$ cat config.mk
export PLATFORM = sky130hd
export DESIGN_NAME = mem_copy_engine
export DESIGN_NICKNAME = d
export VERILOG_FILES = /design/src/rtl/mem_copy_engine.sv
export SDC_FILE = /design/constraint.sdc
export NUM_CORES = 1
export LEC_CHECK = 0
export BUFFER_PORTS_ARGS = -buffer_cell sky130_fd_sc_hd__buf_4
export CAP_MARGIN = 20
export CORE_MARGIN = 1
export CORE_UTILIZATION = 50
export DETAILED_ROUTE_END_ITERATION = 12
export PLACE_DENSITY = 0.8
export SLEW_MARGIN = 40
export SYNTH_ARGS = -nofsm -noshare
export SYNTH_HDL_FRONTEND = slang
export SYNTH_SLANG_ARGS = --single-unit
$ cat constraint.sdc
create_clock -name clk -period 2.1 [get_ports clk]
set_clock_uncertainty 0.15 [all_clocks]
set_input_delay 0.315 -clock clk [delete_from_list [all_inputs] [get_ports clk]]
set_output_delay 0.315 -clock clk [all_outputs]
set_load 0.01 [all_outputs]
$ cat src/rtl/mem_copy_engine.sv
// Purpose: single-channel memory copy/fill engine driving a synchronous single-port memory.
// Latency: copy of N words = 2N cycles (read/write alternating), fill = N cycles, DONE one cycle after the last write.
// Backpressure: none; the memory is assumed to accept one access per cycle and START is ignored while a command runs.
//
// Ports:
//   clk, reset                 clock and asynchronous active-high reset
//   start, mode, src, dst,
//   len, fill_data             command strobe and operands (sampled only in IDLE)
//   busy, done                 status: busy during READ/WRITE, done pulses for one cycle
//   mem_addr, mem_din, mem_rw,
//   mem_valid, mem_dout        memory port; mem_dout is registered by the memory (valid the cycle after a read)
module mem_copy_engine #(
    parameter int WIDTH = 8
) (
    input  logic             clk,
    input  logic             reset,
    input  logic             start,
    input  logic             mode,
    input  logic [WIDTH-1:0] src,
    input  logic [WIDTH-1:0] dst,
    input  logic [WIDTH-1:0] len,
    input  logic [31:0]      fill_data,
    output logic             busy,
    output logic             done,
    output logic [WIDTH-1:0] mem_addr,
    output logic [31:0]      mem_din,
    output logic             mem_rw,
    output logic             mem_valid,
    input  logic [31:0]      mem_dout
);

    typedef enum logic [1:0] {
        S_IDLE  = 2'd0,
        S_READ  = 2'd1,
        S_WRITE = 2'd2,
        S_DONE  = 2'd3
    } state_t;

    state_t           state;
    state_t           state_nxt;

    // The source/destination/length operands live on in the working
    // pointers; only mode and fill value need a separate latched copy.
    logic             mode_q;
    logic [31:0]      fill_q;
    logic [WIDTH-1:0] src_ptr;
    logic [WIDTH-1:0] dst_ptr;
    logic [WIDTH-1:0] remaining;

    // State register
    always_ff @(posedge clk or posedge reset) begin
        if (reset) begin
            state <= S_IDLE;
        end else begin
            state <= state_nxt;
        end
    end

    // Command latch and working pointers. Pointer arithmetic is plain
    // WIDTH-bit, so addresses wrap from 2**WIDTH-1 to 0 by construction.
    always_ff @(posedge clk or posedge reset) begin
        if (reset) begin
            mode_q    <= 1'b0;
            fill_q    <= '0;
            src_ptr   <= '0;
            dst_ptr   <= '0;
            remaining <= '0;
        end else begin
            case (state)
                S_IDLE: begin
                    if (start) begin
                        mode_q    <= mode;
                        fill_q    <= fill_data;
                        src_ptr   <= src;
                        dst_ptr   <= dst;
                        remaining <= len;
                    end
                end
                S_READ: begin
                    src_ptr <= src_ptr + WIDTH'(1);
                end
                S_WRITE: begin
                    dst_ptr   <= dst_ptr + WIDTH'(1);
                    remaining <= remaining - WIDTH'(1);
                end
                default: begin
                end
            endcase
        end
    end

    // Next-state and output decode
    always_comb begin
        state_nxt = state;
        busy      = 1'b0;
        done      = 1'b0;
        mem_valid = 1'b0;
        mem_rw    = 1'b0;
        mem_addr  = '0;
        mem_din   = '0;
        case (state)
            S_IDLE: begin
                if (start) begin
                    if (len == '0) begin
                        state_nxt = S_DONE;
                    end else if (mode) begin
                        state_nxt = S_WRITE;
                    end else begin
                        state_nxt = S_READ;
                    end
                end
            end
            S_READ: begin
                busy      = 1'b1;
                mem_valid = 1'b1;
                mem_addr  = src_ptr;
                state_nxt = S_WRITE;
            end
            S_WRITE: begin
                busy      = 1'b1;
                mem_valid = 1'b1;
                mem_rw    = 1'b1;
                mem_addr  = dst_ptr;
                // Copy forwards the word read in the previous cycle straight
                // from the memory's output register.
                mem_din   = mode_q ? fill_q : mem_dout;
                if (remaining == WIDTH'(1)) begin
                    state_nxt = S_DONE;
                end else if (mode_q) begin
                    state_nxt = S_WRITE;
                end else begin
                    state_nxt = S_READ;
                end
            end
            S_DONE: begin
                done      = 1'b1;
                state_nxt = S_IDLE;
            end
            default: begin
                state_nxt = S_IDLE;
            end
        endcase
    end

endmodule
# Word-level counts from Yosys, hierarchy flattened

Cells that the tools add are included.

Shift operators: 0
Muxes and demuxes: 18
Bitwise operators: 0
Equality and inequality tests: 5
$add $sub $neg: 3
Div/mod/pow operators: 0
Multipliers: 0
Reductions and logical operators: 8
Order comparisons: 0

Operators with widths:

| kind                                              | count |
|---|---|
| two-way mux 32 bit                                | 2 |
| case mux 8 bit (2 select lines)                   | 4 |
| two-way mux 8 bit                                 | 3 |
| adder 8 x 1 -> 8 bit (second input constant)      | 2 |
| two-way mux 2 bit                                 | 5 |
| == test 8 x 1 -> 1 bit (second input constant)    | 1 |
| logical NOT 8 bit                                 | 1 |
| case mux 2 bit (4 select lines)                   | 1 |
| subtractor 8 x 1 -> 8 bit (second input constant) | 1 |
| AND reduction 2 bit                               | 3 |
| == test 2 bit (second input constant)             | 2 |
| nonzero test 2 bit                                | 2 |
| two-way mux 1 bit                                 | 3 |
| == test 2 x 1 -> 1 bit (second input constant)    | 1 |
| logical NOT 2 bit                                 | 1 |
| inequality test 2 bit (second input constant)     | 1 |
| OR reduction 2 bit                                | 1 |

ROM bits: 0
Bits in writable memories: 0
Logic and storage cells: 40
Register bits: 59
Latch bits: 0
Memories: 0
Output and inout port bits: 44

# Depth between registers and ports, before layout

Gate-level depths: netlist (run 1).

Depth in word-level cells: 4
Gate-level depth with buffers: 9

# Worst setup path before layout (run 1)

No wires, ideal clock.

Path type: flip-flop to output port
From: register state[0]
To: output port mem_addr[0]
Arrival time: 1.561 ns
Cell stages (with the launch flop): 7
Setup slack: 0.074 ns
Required time: 1.635 ns
Cell sequence: dfrtp_1 -> inv_1 -> ha_1 -> buf_2 -> buf_1 -> nand2_1 -> a21boi_0

Longest elaborated chain between the ends: 2
Elaborated cells between the ends (all ways): 3

RTL lines:

| element                                                        | line | source |
|---|---|---|
| from (decl)                                                    | 39   | `state_t state;` |
| from (signal assigned)                                         | 55   | `state <= state_nxt;` |
| == test 2 bit / == test 2 x 1 -> 1 bit (equally long branches) | 101  | `case (state)` |
| case mux 8 bit (2 select lines) *                              | 101  |  |
| to (decl)                                                      | 25   | `output logic [WIDTH-1:0] mem_addr,` |

Every way passes the cells marked *; elsewhere a longest branch is shown, timed or not.

# Final worst setup path (run 1)

From: register state[0]
To: output port mem_addr[5]

The elaborated chain is that of the path after synthesis.

==> metrics.yaml, run 1 <==
synth:
  avgSynthCellArea_sq_um: 9.83
  synth_flop_cell: "dfrtp_1"
  ys_ff_latch: 59
  yosysWarnings: 0
  netlist_instances: 385
  synth_nets: 485
  async_flop_share_pct: 100
  ys_seq_area_share_pct: 39.0
  syn-cell-area_sq_um: 3780
  ys_types: 54
  synth_edf_count: 0
cts:
  cts_tree: "built"
  path_clk_slew_ps: 70
  insertion_delay_ps: 330
  cts.sinks: 59
  cts_buffer_depth: 2
  cts_buffers: 9
  root_buffer: "clkbuf_8"
  h-tree-depth: 3
placed_design:
  io_buffers: 135
  placedCellCount: 600
  place.gp.congestion: 0.857
  place_hpwl_um: 6750
  dpl_worst_slack_ps: 110
  dpl-instance-area_sq_um: 4890
drt:
  drc: 0
  drtAntennaViolNets: 0
  firstDrtPassIters: 4
  drtIter0Drc: 155
  vias: 3408
  wire_per_inst_um: 15.2
  viasPerCell: 5.48
  wl_um: 9440
layout:
  post-route-util_pct: 71.9
  syn2layout_area_growth_pct: 38.6
  n_antenna_cell: 0
  fin_nets: 618
  finalNonFillerCells: 622
  stdcell_area_sq_um: 5240
  drive_gt1_share_pct: 42.3
global_route:
  grtUsageTotal_pct: 23.8
  first_global_vias: 3219
  grt_max_degree: 60
  grt_pass1_wl_um: 14500
  grt-ovfl-total: 0
  antenna_found_initial: 0
worst_setup_path:
  cp_num_buf_inv: 3
  cp_top_family: "flip-flops"
  crit_path_top_delay_cell: "dfrtp_2"
  reg2reg_depth: 8
  worstPathArrival_ps: 1580
  crit_required_ps: 1630
  path_class: "register to output pin"
  crit_path_max_fanout: 10
  crit_path_cell_trace: "inv_4 > ha_4 > buf_12 > a22oi_1 > nor2b_1 > buf_4"
  cp_slowest_stage_delay_ps: 430
  critPathCaptureType: "output pin"
  worstSetupStartpointType: "register"
  path_depth: 6
sta:
  hold_violations: 0
  setup_tns_ps: 0
  slew_headroom_pct: 64.5
  fmax_mhz: 490
  finalCriticalPeriod_ps: 2040
  drv_slew: 0
  setup_viol: 0
  setup_ws_ps: 59.1
  tightest_slew_ps: 527
  rsz0062_at_grt: "true"
  fin_hold_ws_ps: 44.0
  period_share_pct: 97.2
run_status:
  status: "complete, no violations"
pwr:
  p_leak_nw: 2.45
  max-vdd-ir-drop_v: 0.000830
  powerDensity_nw_per_um2: 1510
  p_total_mw: 7.92
floorplan:
  die_w_um: 89.0
  start_util_pct: 51.9
  core-area_sq_um: 7290
  die_h_um: 89.0
  rows: 31
  fp.dieArea_sq_um: 7920
  io_pins: 136
flow_run:
  cap_viol_max_count: 0
worst_hold_path:
  whs_path_depth: 2
  hold_class: "input port to register"
## per-layer routing
metal / vias up / global-route usage (%) / part of all wire, %
met1: 1624 / 27.3 / 41
met5: - / 0 / 0
met3: 18 / 4.62 / 5.5
li1: 1646 / - / -
met2: 120 / 43.3 / 52
met4: 0 / 10.5 / 2.1
## synth_stat cells, types with 9 or more instances
master,n,area [sq um]
mux2i_1,38,380
dfrtp_1,59,1480
o22ai_1,10,62.6
nand3_1,11,55.1
a21oi_1,20,100
o21ai_1,9,45.0
nor2b_1,41,257
nor2_1,16,60.1
buf_2,12,60.1
mux2_2,28,315
o21ai_0,12,60.1
nand2_1,15,56.3
inv_1,11,41.3
## cell usage in the layout (no fill, tap or decap), types with 4 or more instances in the layout
cell type	synthesis	final
buf_12	0	5
mux2_2	28	28
dfrtp_1	59	56
o22ai_1	10	10
inv_1	11	8
mux2i_1	38	38
ha_1	8	5
nand2_1	15	14
and3_1	4	4
a22oi_1	7	5
nor2_1	16	16
mux2_1	7	7
o21ai_1	9	9
a2bb2oi_1	4	4
o21ai_0	12	12
buf_4	8	148
nor2b_1	41	38
a21oi_1	20	20
nand3_1	11	11
nand2b_1	7	7
clkbuf_8	0	12
a31oi_1	8	8
## final timing paths
check                      slack (ps)     endpoint          start
setup / recovery                   60  mem_addr[5]       state[0]
hold / removal                     40   fill_q[12]  fill_data[12]
setup reg to reg                  150   dst_ptr[4]       state[0]
hold reg to reg                   350    fill_q[9]      fill_q[9]
max in group asynchronous        1080     state[1]          reset
min in group asynchronous         460   fill_q[18]          reset
## power breakdown
part           switching, mW  total (mW)  internal, mW  leakage (nW)
logic                   2.06        4.50          2.45          1.66
clock network          0.452        1.09         0.641         0.108
registers              0.597        2.32          1.72         0.680
total                   3.11        7.92          4.81          2.45
## flip-flops by register name (all words and copies together), names as in the netlist
signal / cells
fill_q: 32
dst_ptr: 8
remaining: 8
src_ptr: 8
state: 2
mode_q: 1
## what timing repair did
action / CTS / global route
setup endpoints to repair: 41 / 40
hold buffers: 1 / 0
pin swaps: 0 / 0
endpoints found under the hold margin: 59 / 0
resized for setup: 5 / 17
setup buffers: 4 / 1
## area by class of cell
| cell class | count | area [sq um] |
|---|---|---|
| Clock buffer | 12 | 165 |
| Sequential cell | 59 | 1480 |
| Inverter | 11 | 46.3 |
| Clock inverter | 4 | 47.5 |
| Multi-Input combinational cell | 281 | 2130 |
| Tap cell | 99 | 124 |
| Timing Repair Buffer | 156 | 1250 |
| Fill cell | 551 | 2050 |
## cells by family after synthesis
family,Yosys count,share of synthesized area (%)
buffers and inverters,45,6.38
flip-flops,59,39.0
multiplexers,73,20.5
AND/OR/NAND/NOR,114,17.2
adder cells (fa/ha/maj),8,2.65
AO/OA/AOI/OAI,86,14.3
Note: power is estimated with default switching activity, not from simulation.
==> run 2: changes to the inputs <==
--- a/config.mk
+++ b/config.mk
@@ -11,7 +11,7 @@
 export CORE_UTILIZATION = 50
 export DETAILED_ROUTE_END_ITERATION = 12
 export PLACE_DENSITY = 0.8
-export SLEW_MARGIN = 40
+export SLEW_MARGIN = 0
 export SYNTH_ARGS = -nofsm -noshare
 export SYNTH_HDL_FRONTEND = slang
 export SYNTH_SLANG_ARGS = --single-unit
==> constraint.sdc (replaced) <==
create_clock -name clk -period 2.1 [get_ports clk]
set_clock_uncertainty 0.15 [all_clocks]
set_input_delay 0.315 -clock clk [delete_from_list [all_inputs] [get_ports clk]]
set_output_delay 0.315 -clock clk [all_outputs]
set_load 0.1 [all_outputs]
==> run 2 against run 1 <==
The run now ends with setup timing left. Flip-flop and latch count unchanged. First-iteration DRC count increased by 29%. Fmax is 4.7% lower. Final area grew 17%. Setup slack got worse by 100 ps. Sequential share of layout area down 4.2 points. Die area did not move. Utilization rose by 12 points. Register-to-register slack worse by 20 ps. Global-route usage rose by 4.5 points.
==> metrics.yaml, run 2 (synthesis results as in run 1) <==
floorplan:
  core-area_sq_um: 7290  # unchanged
  start_util_pct: 51.9  # unchanged
  fp.dieArea_sq_um: 7920  # unchanged
  die_w_um: 89.0  # unchanged
  rows: 31  # unchanged
  die_h_um: 89.0  # unchanged
  io_pins: 136  # unchanged
drt:
  drc: 0  # unchanged
  vias: 3596  # was 3408
  wire_per_inst_um: 18.6  # was 15.2 um
  viasPerCell: 5.70  # was 5.48
  drtIter0Drc: 200  # was 155
  drtAntennaViolNets: 0  # unchanged
  firstDrtPassIters: 4  # unchanged
  wl_um: 11800  # was 9440 um
global_route:
  first_global_vias: 3533  # was 3219
  grtUsageTotal_pct: 28.4  # was 23.8%
  use_met3_pct: 6.83  # was 4.62%
  use_met1_pct: 32.8  # was 27.3%
  busiest_layer: "met2"  # unchanged
  grt-ovfl-total: 0  # unchanged
  grt_use_met2_pct: 50.2  # was 43.3%
  grt_max_degree: 34  # was 60
  grt_pass1_wl_um: 16900  # was 14500 um
  antenna_found_initial: 0  # unchanged
cts:
  h-tree-depth: 3  # unchanged
  cts_buffer_depth: 2  # unchanged
  path_clk_slew_ps: 70  # about the same
  insertion_delay_ps: 330  # about the same
  cts_tree: "built"  # unchanged
  root_buffer: "clkbuf_8"  # unchanged
  cts.sinks: 59  # unchanged
  cts_buffers: 9  # unchanged
sta:
  drv_slew: 0  # unchanged
  slew_headroom_pct: 60.8  # was 64.5%
  fmax_mhz: 467  # was 490 MHz
  finalCriticalPeriod_ps: 2140  # was 2040 ps
  period_share_pct: 102  # was 97.2%
  hold_violations: 0  # unchanged
  setup_ws_ps: -42.0  # was 59.1 ps
  tightest_slew_ps: 588  # was 527 ps
  setup_viol: 26  # was 0
  rsz0062_at_grt: "true"  # unchanged
layout:
  final_common_cell: "buf_4"  # unchanged
  final_cell_mix: "115 x buf_4, 57 x dfrtp_1, 47 x buf_12"  # was 148 x buf_4, 56 x dfrtp_1, 38 x mux2i_1, 38 x nor2b_1, 28 x mux2_2
  stdcell_area_sq_um: 6140  # was 5240 sq um
  finalNonFillerCells: 631  # was 622
  n_antenna_cell: 0  # unchanged
  fill_cells: 421  # was 551
  top_register: "fill_q"  # unchanged
  syn2layout_area_growth_pct: 62.3  # was 38.6%
  drive_gt1_share_pct: 50.2  # was 42.3%
  largest_register_ffs: 32  # unchanged
  fin_nets: 628  # was 618
worst_setup_path:
  timing.rr.start: "state[0]"  # unchanged
  worstSetupStartpointType: "register"  # unchanged
  startpoint: "state[0]"  # unchanged
  worstPathArrival_ps: 1680  # was 1580 ps
  path_class: "register to output pin"  # unchanged
  critPathCaptureType: "output pin"  # unchanged
  reg2reg_depth: 8  # unchanged
  crit_path_max_fanout: 7  # was 10
  crit_required_ps: 1630  # about the same
placed_design:
  dpl_worst_slack_ps: 92.4  # was 110 ps
  placedCellCount: 603  # was 600
  io_buffers: 135  # unchanged
  place_hpwl_um: 7390  # was 6750 um
  place.gp.congestion: 0.892  # was 0.857
  dpl-instance-area_sq_um: 5260  # was 4890 sq um
run_status:
  violations: "setup timing"
  status: "complete, but fails checks"  # was complete, no violations
worst_hold_path:
  whs_path_depth: 2  # unchanged
  hold_class: "input port to register"  # unchanged
  min_from: "fill_data[8]"  # was fill_data[12]
flow_run:
  cap_viol_max_count: 0  # unchanged
[run 2: changes by cell type in the layout (fill, tap and decap cells not counted), sizes merged]
cell / before / now
buf: 155 / 163
clkbuf: 12 / 14
clkinvlp: 1 / 0
[run 2: final timing paths]
kind                               endpoint  slack [ps]
worst max-delay path            mem_din[30]         -40
worst min-delay path              fill_q[8]          50
worst max register to register   src_ptr[6]         130
worst min register to register    fill_q[8]         340
max in group asynchronous         fill_q[5]         770
min in group asynchronous        fill_q[16]         480
[run 2: metrics by stage]
step | TNS, ps | util [%] | hold slack, ps
after detailed placement | 0 | 72.1 | 268
after global placement | 0 | 72.1 | 260
final | -478 | 84.2 | 46.5
after floorplan | -7140 | - | 297
after CTS | 0 | 80.3 | 36.0
after global routing | -2250 | 84.2 | 37.4
[run 2: per-layer routing]
| metal | vias to the layer above | routed length, um |
|---|---|---|
| met5 | - | 0 |
| met4 | 0 | 367 |
| met3 | 27 | 618 |
| met2 | 143 | 6220 |
| met1 | 1761 | 4560 |
| li1 | 1665 | - |
[run 2: area by class of cell]
type | instances | area (sq um) | area share, %
multi-input cells | 281 | 2440 | 39.8
repair buffers | 166 | 1880 | 30.5
flip-flops and latches | 59 | 1480 | 24.1
clock buffers | 12 | 135 | 2.20
well taps | 99 | 124 | 2.02
inverters | 11 | 43.8 | 0.713
clock inverters | 3 | 40.0 | 0.652
[run 2: worst max-delay path: stages (launching register included)]
cell	delay, ps
dfrtp_2	440
inv_4	80
ha_4	180
buf_12	140
clkbuf_16	140
nor2b_4	180
buf_12	190
[run 2: repair_timing]
action                                  CTS  global route
endpoints found under the hold margin    23             0
cloned                                    0             2
resized for setup                        87            48
hold buffers                              1             0
pin swaps                                 1             5
endpoints found under the setup margin   41            41
setup buffers                             8             2
Power of run 2 is not shown: default switching activity piles up to over one toggle a cycle in this logic, so the estimate is an artifact.
==> run 3: changes to the inputs <==
--- a/config.mk
+++ b/config.mk
@@ -5,12 +5,13 @@
 export SDC_FILE = /design/constraint.sdc
 export NUM_CORES = 1
 export LEC_CHECK = 0
-export BUFFER_PORTS_ARGS = -buffer_cell sky130_fd_sc_hd__buf_4
+export ABC_CLOCK_PERIOD_IN_PS = 2100
+export BUFFER_PORTS_ARGS = -buffer_cell sky130_fd_sc_hd__buf_2
 export CAP_MARGIN = 20
 export CORE_MARGIN = 1
-export CORE_UTILIZATION = 50
+export CORE_UTILIZATION = 40
 export DETAILED_ROUTE_END_ITERATION = 12
-export PLACE_DENSITY = 0.8
+export PLACE_DENSITY = 0.67
 export SLEW_MARGIN = 0
 export SYNTH_ARGS = -nofsm -noshare
 export SYNTH_HDL_FRONTEND = slang
==> run 3 against run 2 <==
The run still ends with setup timing left. Setup slack got worse by 3.8 ps. Highest routed layer is now met5. Sequential share of layout area is 1.0 points higher. Global-route usage decreased by 6.5 points. Final area down 4.0%. Fmax fell by 0.18%. Critical path depth stayed put. Utilization shrank 20 points. Worst hold slack lost 13 ps. Via count is 5.1% lower.
==> metrics.yaml, run 3 (synthesis results as in run 1) <==
cts:
  insertion_delay_ps: 330  # about the same
  h-tree-depth: 3  # unchanged
  path_clk_slew_ps: 70  # about the same
  cts.sinks: 59  # unchanged
  cts_tree: "built"  # unchanged
  cts_buffer_depth: 2  # unchanged
  cts_buffers: 9  # unchanged
  root_buffer: "clkbuf_8"  # unchanged
global_route:
  grt_pass1_wl_um: 16900  # about the same
  antenna_found_initial: 1  # was 0
  use_met1_pct: 26.1  # was 32.8%
  first_global_vias: 3492  # was 3533
  busiest_layer: "met2"  # unchanged
  grtUsageTotal_pct: 21.9  # was 28.4%
  grt_use_met2_pct: 37.9  # was 50.2%
  use_met3_pct: 6.04  # was 6.83%
  grt-ovfl-total: 0  # unchanged
  grt_max_degree: 60  # was 34
floorplan:
  io_pins: 136  # unchanged
  die_h_um: 99.3  # was 89.0 um
  rows: 35  # was 31
  die_w_um: 99.3  # was 89.0 um
  fp.dieArea_sq_um: 9850  # was 7920 sq um
  core-area_sq_um: 9200  # was 7290 sq um
  start_util_pct: 41.1  # was 51.9%
worst_setup_path:
  crit_end: "mem_din[16]"  # was mem_din[30]
  reg2reg_depth: 9  # was 8
  timing.rr.start: "state[1]"  # was state[0]
  r2r-end: "dst_ptr[5]"  # was src_ptr[6]
  path_class: "register to output pin"  # unchanged
  crit_path_max_fanout: 14  # was 7
  critPathCaptureType: "output pin"  # unchanged
  worstSetupStartpointType: "register"  # unchanged
  worstPathArrival_ps: 1680  # about the same
  r2r_setup_slack_ps: 80  # was 130 ps
  crit_required_ps: 1630  # about the same
  startpoint: "state[0]"  # unchanged
drt:
  wl_um: 10400  # was 11800 um
  drc: 0  # unchanged
  drtIter0Drc: 119  # was 200
  vias: 3411  # was 3596
  viasPerCell: 5.34  # was 5.70
  firstDrtPassIters: 4  # unchanged
  wire_per_inst_um: 16.2  # was 18.6 um
  drtAntennaViolNets: 0  # unchanged
layout:
  post-route-util_pct: 64.1  # was 84.2%
  final_cell_mix: "94 x buf_2, 57 x dfrtp_1, 48 x buf_12"  # was 115 x buf_4, 57 x dfrtp_1, 47 x buf_12
  fin_nets: 623  # was 628
  largest_register_ffs: 32  # unchanged
  syn2layout_area_growth_pct: 55.9  # was 62.3%
  final_common_cell: "buf_2"  # was buf_4
  fill_cells: 722  # was 421
  top_register: "fill_q"  # unchanged
  stdcell_area_sq_um: 5900  # was 6140 sq um
  n_antenna_cell: 0  # unchanged
  drive_gt1_share_pct: 50.6  # was 50.2%
flow_run:
  cap_viol_max_count: 0  # unchanged
sta:
  rsz0062_at_grt: "true"  # unchanged
  drv_slew: 0  # unchanged
  tightest_slew_ps: 492  # was 588 ps
  slew_headroom_pct: 66.9  # was 60.8%
  period_share_pct: 102  # about the same
  setup_ws_ps: -45.8  # was -42.0 ps
  setup_viol: 26  # unchanged
  finalCriticalPeriod_ps: 2150  # was 2140 ps
  fmax_mhz: 466  # was 467 MHz
  hold_violations: 0  # unchanged
run_status:
  violations: "setup timing"  # unchanged
  status: "complete, but fails checks"  # unchanged
placed_design:
  io_buffers: 135  # unchanged
  place.gp.congestion: 0.851  # was 0.892
  dpl-instance-area_sq_um: 5530  # was 5260 sq um
  place_hpwl_um: 7540  # was 7390 um
worst_hold_path:
  hold_class: "input port to register"  # unchanged
-- run 3: cell count changes in the layout (fill, tap and decap cells not counted), moves of 2 or more --
cell,previous run,this run
buf_6,1,3
buf_4,115,14
buf_2,0,94
clkbuf_1,3,1
clkbuf_16,2,0
-- run 3: stage by stage --
step,setup WS [ps],instances,hold slack [ps],TNS (ps)
final,-45.8,639,33.7,-882
after detailed placement,174,612,262,0
after CTS,-38.0,638,23.2,-743
after floorplan,-186,385,297,-7140
after global placement,234,612,257,0
after global routing,-104,639,35.3,-2760
-- run 3: layout make-up --
class / instances / area [sq um] / share of cell area (%)
well taps: 111 / 139 / 2.35
clock buffers: 11 / 141 / 2.40
multi-input cells: 281 / 2450 / 41.5
clock inverters: 5 / 52.6 / 0.891
repair buffers: 161 / 1600 / 27.0
inverters: 11 / 43.8 / 0.742
flip-flops and latches: 59 / 1480 / 25.1
-- run 3: metal layers --
metal,part of all wire [%],up-vias,wire [um]
met1,41,1620,4270
li1,-,1651,-
met4,1.4,2,145
met5,0.13,-,13
met2,50,121,5200
met3,7.3,17,755
-- run 3: timing repair --
item | in CTS | in global routing
resized for setup | 8 | 8
pin swaps | 3 | 3
endpoints found under the setup margin | 43 | 42
gates cloned | 0 | 0
setup buffers | 9 | 1
endpoints found under the hold margin | 59 | 0
hold buffers | 1 | 0
-- run 3: critical path, stage by stage, from the launching register on --
cell,delay (ps)
dfrtp_2,450
inv_4,100
ha_4,180
buf_12,130
buf_12,130
nor2b_4,160
buf_12,180
-- run 3: worst min-delay path by stage --
stage | startpoint | end | cells past startpoint
after detailed placement | reset | fill_q[24] | 3
after global placement | reset | fill_q[30] | 3
after floorplan | fill_data[12] | fill_q[12] | 1
after global routing | fill_data[8] | fill_q[8] | 2
final | fill_data[8] | fill_q[8] | 2
after CTS | fill_data[8] | fill_q[8] | 2
Power of run 3 is left out for the same reason.
